--- src/rtl/mem_stage.sv ---
// Memory-access stage: drives a req/ack data-memory port from the execute result and formats load data.
// Latency: non-memory ops 0 cycles; memory ops 1 accept cycle + N>=1 BUSY cycles (ack-terminated or timeout).
// Backpressure: mem_stall holds upstream from accept until ack/timeout; request outputs are registered and stable while BUSY.
//
// Ports: clk/rst (sync, active-high); ex_mem_* instruction inputs from execute;
// mem2proc_ack/data memory response; proc2mem_* registered request; mem_result_out,
// mem_stall, mem_valid_out, mem_fault toward MEM/WB and the pipeline control.
module mem_stage #(
    parameter int unsigned TIMEOUT = 255
) (
    input  logic        clk,
    input  logic        rst,
    input  logic        ex_mem_valid_inst,
    input  logic        ex_mem_rd_mem,
    input  logic        ex_mem_wr_mem,
    input  logic [31:0] ex_mem_alu_result,
    input  logic [31:0] ex_mem_regb,
    input  logic [2:0]  ex_mem_funct3,
    input  logic        mem2proc_ack,
    input  logic [31:0] mem2proc_data,
    output logic        proc2mem_req,
    output logic        proc2mem_we,
    output logic [31:0] proc2mem_addr,
    output logic [31:0] proc2mem_data,
    output logic [3:0]  proc2mem_be,
    output logic [31:0] mem_result_out,
    output logic        mem_stall,
    output logic        mem_valid_out,
    output logic        mem_fault
);

    typedef enum logic {IDLE, BUSY} state_t;

    localparam logic [15:0] TIMEOUT_LAST = 16'(TIMEOUT - 1);

    state_t      state_q, state_d;
    logic [15:0] cnt_q, cnt_d;
    logic        req_q, req_d;
    logic        we_q, we_d;
    logic [31:0] addr_q, addr_d;
    logic [31:0] data_q, data_d;
    logic [3:0]  be_q, be_d;
    logic [2:0]  f3_q, f3_d;
    logic [1:0]  off_q, off_d;

    logic        mem_op;
    logic        bad;
    logic        f3_legal;
    logic        timeout_hit;
    logic [7:0]  ld_byte;
    logic [15:0] ld_half;
    logic [31:0] ld_fmt;

    assign mem_op = ex_mem_valid_inst & (ex_mem_rd_mem | ex_mem_wr_mem);

    // BU/HU only make sense for loads; stores accept B/H/W.
    always_comb begin
        f3_legal = 1'b0;
        case (ex_mem_funct3)
            3'b000, 3'b001, 3'b010: f3_legal = 1'b1;
            3'b100, 3'b101:         f3_legal = ~ex_mem_wr_mem;
            default:                f3_legal = 1'b0;
        endcase
    end

    assign bad = (ex_mem_rd_mem & ex_mem_wr_mem)
               | ~f3_legal
               | ((ex_mem_funct3[1:0] == 2'b01) & ex_mem_alu_result[0])
               | ((ex_mem_funct3[1:0] == 2'b10) & (|ex_mem_alu_result[1:0]));

    assign timeout_hit = (state_q == BUSY) & ~mem2proc_ack & (cnt_q == TIMEOUT_LAST);

    // Load formatting uses the offset/size latched at accept, never the live inputs.
    assign ld_byte = mem2proc_data[{off_q, 3'b000} +: 8];
    assign ld_half = mem2proc_data[{off_q[1], 4'b0000} +: 16];

    always_comb begin
        case (f3_q)
            3'b000:  ld_fmt = {{24{ld_byte[7]}}, ld_byte};
            3'b100:  ld_fmt = {24'h0, ld_byte};
            3'b001:  ld_fmt = {{16{ld_half[15]}}, ld_half};
            3'b101:  ld_fmt = {16'h0, ld_half};
            default: ld_fmt = mem2proc_data;
        endcase
    end

    // Combinational handshake toward the pipeline.
    always_comb begin
        mem_result_out = 32'h0;
        mem_stall      = 1'b0;
        mem_valid_out  = 1'b0;
        mem_fault      = 1'b0;
        if (state_q == IDLE) begin
            if (!mem_op) begin
                mem_result_out = ex_mem_alu_result;
                mem_valid_out  = ex_mem_valid_inst;
            end else if (bad) begin
                mem_fault     = 1'b1;
                mem_valid_out = 1'b1;
            end else begin
                mem_stall = 1'b1;
            end
        end else begin
            if (mem2proc_ack) begin
                mem_valid_out  = 1'b1;
                mem_result_out = we_q ? 32'h0 : ld_fmt;
            end else if (timeout_hit) begin
                mem_fault     = 1'b1;
                mem_valid_out = 1'b1;
            end else begin
                mem_stall = 1'b1;
            end
        end
    end

    // Next-state and request latch.
    always_comb begin
        state_d = state_q;
        cnt_d   = cnt_q;
        req_d   = req_q;
        we_d    = we_q;
        addr_d  = addr_q;
        data_d  = data_q;
        be_d    = be_q;
        f3_d    = f3_q;
        off_d   = off_q;
        if (state_q == IDLE) begin
            if (mem_op && !bad) begin
                state_d = BUSY;
                cnt_d   = 16'h0;
                req_d   = 1'b1;
                we_d    = ex_mem_wr_mem;
                addr_d  = {ex_mem_alu_result[31:2], 2'b00};
                f3_d    = ex_mem_funct3;
                off_d   = ex_mem_alu_result[1:0];
                be_d    = 4'b1111;
                data_d  = 32'h0;
                if (ex_mem_wr_mem) begin
                    case (ex_mem_funct3[1:0])
                        2'b00: begin
                            be_d   = 4'b0001 << ex_mem_alu_result[1:0];
                            data_d = {4{ex_mem_regb[7:0]}};
                        end
                        2'b01: begin
                            be_d   = ex_mem_alu_result[1] ? 4'b1100 : 4'b0011;
                            data_d = {2{ex_mem_regb[15:0]}};
                        end
                        default: data_d = ex_mem_regb;
                    endcase
                end
            end
        end else begin
            if (mem2proc_ack || timeout_hit) begin
                state_d = IDLE;
                req_d   = 1'b0;
            end else begin
                cnt_d = cnt_q + 16'd1;
            end
        end
    end

    always_ff @(posedge clk) begin
        if (rst) begin
            state_q <= IDLE;
            cnt_q   <= 16'h0;
            req_q   <= 1'b0;
            we_q    <= 1'b0;
            addr_q  <= 32'h0;
            data_q  <= 32'h0;
            be_q    <= 4'h0;
            f3_q    <= 3'h0;
            off_q   <= 2'h0;
        end else begin
            state_q <= state_d;
            cnt_q   <= cnt_d;
            req_q   <= req_d;
            we_q    <= we_d;
            addr_q  <= addr_d;
            data_q  <= data_d;
            be_q    <= be_d;
            f3_q    <= f3_d;
            off_q   <= off_d;
        end
    end

    assign proc2mem_req  = req_q;
    assign proc2mem_we   = we_q;
    assign proc2mem_addr = addr_q;
    assign proc2mem_data = data_q;
    assign proc2mem_be   = be_q;

endmodule

--- config.mk ---
export PLATFORM = sky130hd
export DESIGN_NAME = mem_stage
export DESIGN_NICKNAME = d
export VERILOG_FILES = /design/src/rtl/mem_stage.sv
export SDC_FILE = /design/constraint.sdc
export NUM_CORES = 1
export LEC_CHECK = 0
export BUFFER_PORTS_ARGS = -buffer_cell sky130_fd_sc_hd__buf_4
export CAP_MARGIN = 20
export CORE_ASPECT_RATIO = 0.6
export CORE_MARGIN = 2
export CORE_UTILIZATION = 35
export DETAILED_ROUTE_END_ITERATION = 10
export GPL_TIMING_DRIVEN = 1
export HOLD_SLACK_MARGIN = 0.03
export SLEW_MARGIN = 10
export SYNTH_ARGS = -nofsm -noshare
export SYNTH_HDL_FRONTEND = slang
export SYNTH_SLANG_ARGS = --single-unit
--- constraint.sdc ---
create_clock -name clk -period 2 [get_ports clk]
set_clock_uncertainty 0.15 [all_clocks]
set_input_delay 0.2 -clock clk [delete_from_list [all_inputs] [get_ports clk]]
set_output_delay 0.2 -clock clk [all_outputs]
set_load 0.005 [all_outputs]
---- Word level (Yosys, flattened, before mapping) ----
Cells that the tools add are included.
word-level totals
  bits in registers ....................... 90
  latch bits .............................. 0
  memory bits (writable) .................. 0
  ROM bits ................................ 0
  output and inout bits ................... 105
  word-level logic and storage cells ...... 85
  memories kept ........................... 0
cells by class
  $add $sub $neg .......................... 1
  multiply operators ...................... 0
  div/mod/pow operators ................... 0
  order comparisons ....................... 0
  eq/ne operators ......................... 12
  shifts and indexed selects .............. 3
  multiplexer cells ....................... 33
  bitwise operators ....................... 14
  reduce and logical (&&, ||, !) cells .... 13
operator list
  operator               count
  $mux 32                5
  $pmux 32 s4            1
  $pmux 32 s2            1
  $mux 16                3
  $shiftx 32x6->16       1
  $shiftx 32x6->8        1
  $mux 1                 19
  $add 16x1->16 const B  1
  $eq 16x8->1 const B    1
  $eq 3x3->1 const B     4
  $mux 4                 2
  $pmux 4 s2             1
  $and 1x1->1            6
  $eq 3x1->1 const B     2
  $logic_not 3->1        2
  $reduce_and 2->1       3
  $not 1->1              4
  $or 1x1->1             4
  $reduce_or 2->1        2
  $shl 1x2->4 const A    1
  $eq 3x2->1 const B     1
  $reduce_or 3->1        1
  $eq 2x1->1 const B     1
  $eq 2x2->1 const B     1
  other kinds (8)        8

---- Logic depth before layout (Yosys ltp) ----
  depth after elaboration ................. 11
  gate-level depth with buffers ........... 9
  depth with buffers taken out ............ 8

---- Least setup slack after synthesis ----
OpenSTA, ideal clock, no wires.
  path type ............................... reg2reg
  start point ............................. register cnt_q[0]
  end point ............................... register cnt_q[8]
  library setup time ...................... 0.135 ns
  arrival time ............................ 1.905 ns
  required time ........................... 1.715 ns
  setup slack ............................. -0.190 ns
  cell stages (with the launch flop) ...... 10
  clock period less this slack ............ 2.190 ns
  cell sequence ........................... dfxtp_1 -> inv_1 -> ha_1 -> or4b_4 -> nor4_4 -> a2bb2oi_2 -> buf_2 -> inv_1 -> nand3b_1 -> a21oi_1
on the way
  word-level cells in the longest chain between the ends .. 5
  elaborated cells on any way between the ends .. 8
RTL lines
  element                                                                line  RTL
  from (decl)                                                            37    logic [15:0] cnt_q, cnt_d;
  from (signal assigned)                                                 175   cnt_q <= cnt_d;
  parallel branches: the longest is 5 deep, another holds $add 16x1->16  -
Parallel ways; which one is timed is not known. The select of a mux whose other input is x is not followed.
A chain may end at the register's enable or synchronous reset.

---- Worst setup path in the final report ----
  start point ............................. register cnt_q[0]
  end point ............................... output mem_valid_out
on the way
  word-level cells in the longest chain between the ends .. 5
RTL lines
  element      line  RTL
  $eq 16x8->1  71    assign timeout_hit = (state_q == BUSY) & ~mem2proc_ack & (cnt_q == TIMEOUT_LAST);
  $and 1x1->1  71
  $mux 1       107   end else if (timeout_hit) begin
  $mux 1       104   if (mem2proc_ack) begin
  $mux 1       93    if (state_q == IDLE) begin
  to (decl)    28    output logic mem_valid_out,
No other way between the ends.

==> run_results.csv <==
group,metric,value,unit
global_routing,antenna_found_initial,0,
global_routing,grt_max_degree,40,
synth,synth_top_cells_by_count,"nand2_1, dfxtp_1, a21oi_1",
clock_network,clkTransAtPathRegs,60,ps
routing,viasPerCell,5.34,
synth,yosysMostFrequentCell,"nand2_1",
critical_path,ff2ff_setup_slack,-350,ps
synth,syn-cell-area,4640,um^2
placement,gp_congestion,0.857,
clock_network,cts_buffer_depth,2,
synth,synth_flop_cell,"dfxtp_1",
global_routing,grt-ovfl-total,0,
critical_path,worstSetupEndpointType,"output port",
routing,via_count,5662,
global_routing,grtUsageTotal,26.2,%
floorplan,die_y,93.2,um
run_status,outcome,"finished with violations",
floorplan,fp-row-count,32,
timing,slew_viol_final,0,
floorplan,dieWidth,153,um
synth,yosysUniqueCellTypes,46,
routing,routed_wl,19100,um
timing,grt_setup_unrepaired,"yes",
clock_network,cts_max_level,3,
timing,fmax,415,MHz
pwr,p_leak,0.00343,uW
synth,synth-async-reset-ratio,0,%
critical_path,startpoint,"cnt_q[0]",
timing,tightest_slew,703,ps
floorplan,initial_core_util,36.0,%
timing,timing.slew.headroom,53.1,%
clock_network,clock-root-buffer,"clkbuf_16",
critical_path,critical_path.endpoint,"mem_valid_out",
floorplan,die_area,14200,um^2
critical_path,cpMaxStageDelayCell,"or4b_4",
cells_and_area,synthToLayoutAreaGrowth,73.4,%
cells_and_area,final.fill_count,1119,
critical_path,crit_required,1650,ps
critical_path,critical_path.max_fanout,3,
routing,wl_per_cell,18.0,um
floorplan,io_pins,210,
cells_and_area,finalNetCount,992,
placement,pre_cts_ws,-185,ps
timing,whs,53.9,ps
routing,drc,0,
synth,synth_top_cell_area_share,38.8,%
pwr,power_density,561,nW/um^2
global_routing,grt_pass1_wl,29800,um
critical_path,r2r-end,"cnt_q[8]",
synth,yosysSeqAreaShare,38.8,%
synth,synth.largest_area_cell,"dfxtp_1",
critical_path,crit_cells,8,
synth,synth_area_leaders,"dfxtp_1, nand2_1, a21oi_1",
pwr,power_frac_seq,41.1,%
pwr,p_int,3240,uW
cells_and_area,multi_input_area,2830,um^2
global_routing,grt_pass1_vias,5617,
pwr,worst_ir_drop_vdd,0.465,mV
pwr,switching_power,1270,uW
synth,yosysWarnings,0,
cells_and_area,n_antenna_cell,0,
timing,final_hold_viol_count,0,
pwr,combPwrFrac,22.4,%
clock_network,cts_sinks,90,
critical_path,r2r_cells,12,
timing,layout_setup_ws,-410,ps
clock_network,cts_buffers,9,
floorplan,core-area,12900,um^2
placement,port_buffers,207,
critical_path,regToRegStartpoint,"cnt_q[0]",
min_path,worstHoldPathType,"input port to register",
routing,ant_nets,0,
timing,fin_crit,2410,ps
critical_path,path_delay_family,"simple AND/OR/NAND/NOR gates",
clock_network,clkLatencyLatePin,340,ps
synth,netlist_instances,581,
cells_and_area,regArea,1810,um^2
timing,fin_setup_tns,-15560,ps
synth,ys_ff_latch,90,
timing,setup_violations,52,
critical_path,start_kind,"register",
timing,final.period_utilization,121,%
pwr,clock_power_share,36.5,%
clock_network,cts_tree,"yes",
critical_path,worstPathCellList,"inv_2, ha_4, or4b_4, nor4_4, buf_4, o21ai_2, a21bo_2, buf_6",
pwr,swShare,28.2,%
run_status,violations,"setup timing",
critical_path,arrival,2060,ps
synth,syn_area_per_cell,7.99,um^2
cells_and_area,drive_above_1_share,40.2,%
critical_path,critPathKind,"register to output port",
routing,drtPass1Iterations,4,
routing,drt-initial-drc-count,353,
cells_and_area,fin_util,62.4,%
critical_path,path_buf_inv,3,
job,max_cap_violations,0,
critical_path,critical_path.max_stage_delay,470,ps
synth,synth_edf_count,0,
placement,place_hpwl,13300,um
[cell families after synthesis]
logic type                 count (synthesis)  share of synthesized area [%]
xor gates and xnor gates                   1                          0.189
and+or+nand+nor                          208                           20.1
muxes                                     32                           9.06
other                                      1                         0.0808
buffers and inverters                     61                           5.58
adders and majority gates                  2                          0.539
DFF                                       90                           38.8
AOI/OAI and AO/OA                        186                           25.6
[power groups by stage]
stage | sequential, uW | clock, uW | combinational (uW)
4_1_cts | 1860 | 1680 | 979
2_1_floorplan | 1900 | 0 | 326
5_1_grt | 1860 | 1750 | 1080
6_report | 1860 | 1650 | 1010
3_5_place_dp | 1900 | 0 | 805
3_3_place_gp | 1890 | 0 | 793
[metal layers]
metal	track usage [%]	share of wire, %
met3	8.11	8.7
met5	0	0
met1	35.1	45
met4	5.25	1.0
met2	42.0	45
[stage by stage]
step / total power (uW) / instance area (um^2) / std cells
6_report: 4520 / 8050 / 1060
3_3_place_gp: 2690 / 6700 / 968
3_5_place_dp: 2700 / 6700 / 968
5_1_grt: 4690 / 8050 / 1060
4_1_cts: 4510 / 7960 / 1057
2_1_floorplan: 2220 / 4660 / 582
[state kept, by name, summed over array words and instances (netlist names)]
name,flops
cnt_q,16
proc2mem_req,1
proc2mem_be,4
proc2mem_we,1
off_q,2
proc2mem_addr,30
f3_q,3
state_q,1
proc2mem_data,32
[how the worst min path moves through the flow]
stage | depth (start not counted) | slack (ps) | start | endpoint
after floorplan | 1 | 180 | ex_mem_regb[0] | proc2mem_data[0]
after global placement | 2 | 280 | rst | cnt_q[1]
after detailed placement | 2 | 280 | rst | cnt_q[1]
after CTS | 3 | 40 | ex_mem_regb[9] | proc2mem_data[9]
after global routing | 3 | 70 | ex_mem_regb[8] | proc2mem_data[8]
final | 3 | 50 | ex_mem_regb[8] | proc2mem_data[8]
[layout by cell type, fill, tap and decap left out, types with 2 or more instances in the layout]
cell type / n
inv_2: 2
a221o_1: 24
nand4_1: 4
a22o_1: 8
o21ai_1: 8
clkbuf_16: 9
or4_1: 4
a21oi_1: 56
nand2b_1: 3
clkinvlp_4: 3
mux4_2: 8
o31ai_1: 4
buf_12: 5
a311oi_1: 3
buf_6: 25
mux2i_1: 24
dfxtp_1: 85
and3_1: 2
a21oi_4: 2
a21oi_2: 11
dfxtp_2: 4
nor2b_1: 3
nand3_1: 5
nand3b_1: 3
nor2_2: 2
o31ai_2: 2
nand2_1: 129
or3_1: 7
o21ai_2: 15
dlygate4sd3_1: 64
o22ai_1: 8
o21ai_0: 38
buf_4: 243
conb_1: 2
nor2_1: 22
nor3_1: 4
inv_1: 13
nor3_2: 8
[layout make-up]
type	count	area share (%)
clock buffer	10	2.84
multi-input combinational	431	35.1
inverter	15	0.700
clock inverter	6	0.637
tap	170	2.64
sequential	90	22.5
timing repair buffer	338	35.6
[worst register-to-register path: stages (launching register included)]
cell       delay, ps
dfxtp_2          320
inv_2             60
ha_4             120
or4b_4           470
nor4_4           250
buf_4            170
a2bb2oi_4        150
inv_2             70
buf_4            130
buf_6            100
buf_4            120
nand3b_1          70
a21oi_1           60
[what timing repair did]
item,CTS,global route
gates cloned,2,0
hold endpoints to repair,67,0
resized for setup,85,15
pin swaps,27,14
hold buffers,64,0
buffers inserted,9,5
setup endpoints to repair,53,53
(Power assumes the default switching activity.)
